===== src/rtl/dst_reg_pipe.sv =====
// rtl/dst_reg_pipe.sv - write-destination select and pipeline carrier with forwarding match (optional DST_PIPE_FWD_EN)
module dst_reg_pipe #(
    parameter int AW       = 5,
    parameter int DEPTH    = 3,
    parameter int LINK_REG = 31
) (
    input  logic             clk,
    input  logic             rst_n,
    input  logic [AW-1:0]    rt,
    input  logic [AW-1:0]    rd,
    input  logic [1:0]       reg_dst,
    input  logic             reg_write_in,
    input  logic             stall,
    input  logic             flush,
    input  logic [AW-1:0]    src_a,
    input  logic [AW-1:0]    src_b,
    output logic [AW-1:0]    wb_dst,
    output logic             wb_we,
    output logic [DEPTH-1:0] fwd_a_sel,
    output logic [DEPTH-1:0] fwd_b_sel
);

    logic [AW-1:0]    sel_dst;
    logic             sel_we;
    logic [AW-1:0]    dst_q [DEPTH];
    logic [DEPTH-1:0] we_q;

    // Destination select; code 11 falls back to rt, and writes to register 0 are dropped
    always_comb begin
        sel_dst = rt;
        case (reg_dst)
            2'b01:   sel_dst = rd;
            2'b10:   sel_dst = AW'(LINK_REG);
            default: sel_dst = rt;
        endcase
        sel_we = reg_write_in && (sel_dst != '0);
    end

    // Stage flops: flush clears stage 0 even under stall, stall freezes everything else
    always_ff @(posedge clk or negedge rst_n) begin
        if (!rst_n) begin
            for (int k = 0; k < DEPTH; k++) begin
                dst_q[k] <= '0;
            end
            we_q <= '0;
        end else begin
            if (flush) begin
                dst_q[0] <= '0;
                we_q[0]  <= 1'b0;
            end else if (!stall) begin
                dst_q[0] <= sel_dst;
                we_q[0]  <= sel_we;
            end
            if (!stall) begin
                for (int k = 1; k < DEPTH; k++) begin
                    dst_q[k] <= dst_q[k-1];
                    we_q[k]  <= we_q[k-1];
                end
            end
        end
    end

    assign wb_dst = dst_q[DEPTH-1];
    assign wb_we  = we_q[DEPTH-1];

`ifdef DST_PIPE_FWD_EN
    // Youngest-first match: scan oldest to youngest so the lowest matching index wins
    always_comb begin
        fwd_a_sel = '0;
        fwd_b_sel = '0;
        for (int k = DEPTH - 1; k >= 0; k--) begin
            if (we_q[k] && (dst_q[k] == src_a) && (src_a != '0)) begin
                fwd_a_sel = DEPTH'(1) << k;
            end
            if (we_q[k] && (dst_q[k] == src_b) && (src_b != '0)) begin
                fwd_b_sel = DEPTH'(1) << k;
            end
        end
    end
`else
    logic unused_src;
    assign unused_src = ^{src_a, src_b};
    assign fwd_a_sel  = '0;
    assign fwd_b_sel  = '0;
`endif

endmodule


===== config.mk =====
export PLATFORM = sky130hd
export DESIGN_NAME = dst_reg_pipe
export DESIGN_NICKNAME = d
export VERILOG_FILES = /design/src/rtl/dst_reg_pipe.sv
export SDC_FILE = /design/constraint.sdc
export NUM_CORES = 1
export LEC_CHECK = 0
export ABC_CLOCK_PERIOD_IN_PS = 800
export CAP_MARGIN = 20
export CORE_UTILIZATION = 45
export DETAILED_ROUTE_END_ITERATION = 10
export DONT_BUFFER_PORTS = 1
export HOLD_SLACK_MARGIN = 0.03
export PLACE_DENSITY = 0.65
export REMOVE_ABC_BUFFERS = 1
export SLEW_MARGIN = 40
export SYNTH_ARGS = -nofsm -noshare
export SYNTH_HDL_FRONTEND = slang
export SYNTH_SLANG_ARGS = --single-unit

===== constraint.sdc =====
create_clock -name clk -period 0.8 [get_ports clk]
set_input_delay 0.16 -clock clk [delete_from_list [all_inputs] [get_ports clk]]
set_output_delay 0.16 -clock clk [all_outputs]
set_load 0.005 [all_outputs]

==> impl_metrics.yaml <==
synth:
  synth_top_cell_by_area: "dfrtp_1"
  syn_area_um2: 895.9
  yosysSeqAreaShare: 0.5028
  synth_fa_ha_area_frac: 0.02793
  synth_compound_area_frac: 0.09637
  async_reset_ff_frac: 1.000
  synth_top_family_by_area: "multiplexers"
  synth.distinct_cells: 19
  synth.area.mux_share: 0.1620
  ys_seq_elements: 18
  synth.area.top_cells: "dfrtp_1 (50%), mux2_2 (15%), buf_4 (9.2%)"
  synth_simple_gate_area_frac: 0.07961
  synth_enable_flop_cells: 0
  postSynthAreaPerCell_um2: 11.20
  yosysTopAreaCellShare: 0.5028
  synthCells: 80
  ys.flop_type: "dfrtp_1"
  synth_xor_area_frac: 0
  yosysWarnings: 0
timing:
  worst_hold_slack_ns: -0.08852
  finalCriticalPeriod_ns: 1.075
  period_share: 1.344
  final.setup.tns_ns: -1.666
  setup_viol: 12
  hold_viol: 6
  max_freq_mhz: 929.9
  clock_skew_ns: 0.003250
  drv_slew: 0
  grt_setup_unrepaired: "true"
  fin_ws_ns: -0.2754
route:
  first_pass_iters: 4
  via_per_inst: 5.008
  route.detailed.drc: 0
  vias: 596
  first_iter_violations: 7
  final_antenna_net_count: 0
  finalWirelength_mm: 1.712
  wire_per_inst_um: 14.39
setup_path:
  rrSetupSlack_ns: 0.04
  r2r_cells: 1
  path_cells: "ha_4 -> buf_6 -> a211oi_4 -> o22ai_2 -> o311ai_2 -> a21oi_1"
  slowest_stage: "o311ai_2"
  startpoint: "reg_dst[1]"
  critPathMaxStageDelay_ns: 0.28
  worstReg2RegStart: "wb_dst[3]"
  worst_ep_required_time_ns: 0.98
  r2r-end: "wb_dst[3]"
  path_buf_inv: 1
  crit_family: "compound AO/OA/AOI/OAI gates"
  path_class: "in2reg"
  cp-start-kind: "input pin"
  crit_path_end_kind: "flop"
  crit_cells: 6
  timing.critical_path.to: "we_q[0]"
  crit_fanout: 6
  arrival_ns: 1.26
layout:
  diodes: 0
  area_growth_pct: 28.77
  fin_util: 0.6403
  final_common_cell: "dfrtp_1"
  fin_area_um2: 1154
  final_layout_size_suffix_gt1_frac: 0.5319
  fillers: 157
  layout_common_cells: "dfrtp_1 (18), mux2_2 (11), buf_4 (10), buf_6 (7)"
  nets: 124
global_routing:
  antenna_found_initial: 0
  grt_pass1_wl_mm: 2.656
  grt_max_degree: 23
  grt_overflow: 0
  gr-usage-all-layers: 0.1864
  grt_pass1_vias: 604
die:
  io_pins: 39
  die_area_um2: 2173
  die_y_um: 46.62
  fp.dieW_um: 46.62
  placementRows: 15
  initial_core_util: 0.4972
  core_um2: 1802
clocking:
  clock-sinks: 18
  h-tree-depth: 1
  clk_latency_ns: 0.29
  clk_pin_slew_ns: 0.10
  cts_tree: "yes"
  clockBufferDepth: 2
  root_buffer: "clkbuf_4"
  cts_buffers: 3
placed_design:
  dpl_cell_area_um2: 963.4
  dpl.hpwl_mm: 1.044
  gp_congestion: 0.6789
  numPortBuffers: 0
run_status:
  violations: "negative hold slack, negative setup slack"
  outcome: "finished, violations left"
power_and_ir_drop:
  irDropWorstVdd_v: 0.001137
  power_density_nw_per_um2: 1782
  p_total_w: 0.002056
  leakage_nw: 0.5475
worst_hold_path:
  hp-class: "in2reg"
  hold_depth: 1
flow_run:
  drv_cap: 0
worst min path at each step:
stage / from / endpoint
6_report: flush / dst_q[10]
5_1_grt: flush / dst_q[10]
4_1_cts: flush / we_q[0]
3_5_place_dp: rst_n / wb_dst[1]
3_3_place_gp: rst_n / wb_dst[1]
2_1_floorplan: rst_n / dst_q[10]
report_power, final:
group | internal (W) | total, W | switching (W)
registers | 0.000994 | 0.00104 | 0.0000446
logic | 0.000290 | 0.000464 | 0.000174
clock network | 0.000277 | 0.000552 | 0.000275
total | 0.00156 | 0.00206 | 0.000494
metal layers:
metal	routed length, um	part of all wire	track usage	vias to the layer above
li1	-	-	-	284
met1	740	0.43	0.2152	276
met2	788	0.46	0.2861	30
met3	116	0.068	0.02745	6
met4	66	0.039	0.1829	0
met5	0	0	0	-
stage by stage:
step,worst slack (ns),cells
final,-0.2754,119
after global routing,-0.2962,119
after CTS,-0.2165,118
after detailed placement,-0.7807,112
after global placement,-0.6727,112
after floorplan,-0.6167,71
cells by family after synthesis:
family          count (synthesis)
fa+ha+maj                       2
simple gates                   15
other cells                     1
flops                          18
compound gates                 14
buf+inv                        17
mux                            13
sequential cells by signal, summed over array words and instances (netlist names):
register and count:
we_q 3, dst_q 10, wb_dst 5
area by class of cell:
class                      instances  area [um^2]  area share
clock buffer                       4        36.28     0.03145
sequential                        18        450.4      0.3905
timing repair buffer              19        168.9      0.1464
inverter                           3        16.27     0.01410
multi-input combinational         50        450.4      0.3905
tap                               25        31.28     0.02711
cell usage after synthesis, types with 2 or more instances:
cell,number
a211oi_1,4
a21oi_1,6
buf_4,11
dfrtp_1,18
ha_1,2
inv_1,3
mux2_2,12
nand2_1,2
nor2_1,5
nor2b_1,4
nor3_1,4
o22ai_1,2
what timing repair did:
item | 4_1_cts | 5_1_grt
hold buffers | 1 | 1
setup endpoints to repair | 12 | 13
hold endpoints to repair | 36 | 36
setup buffers | 2 | 1
pin swaps | 11 | 3
resized for setup | 25 | 7
No activity file was read; power rests on OpenSTA's default activity.
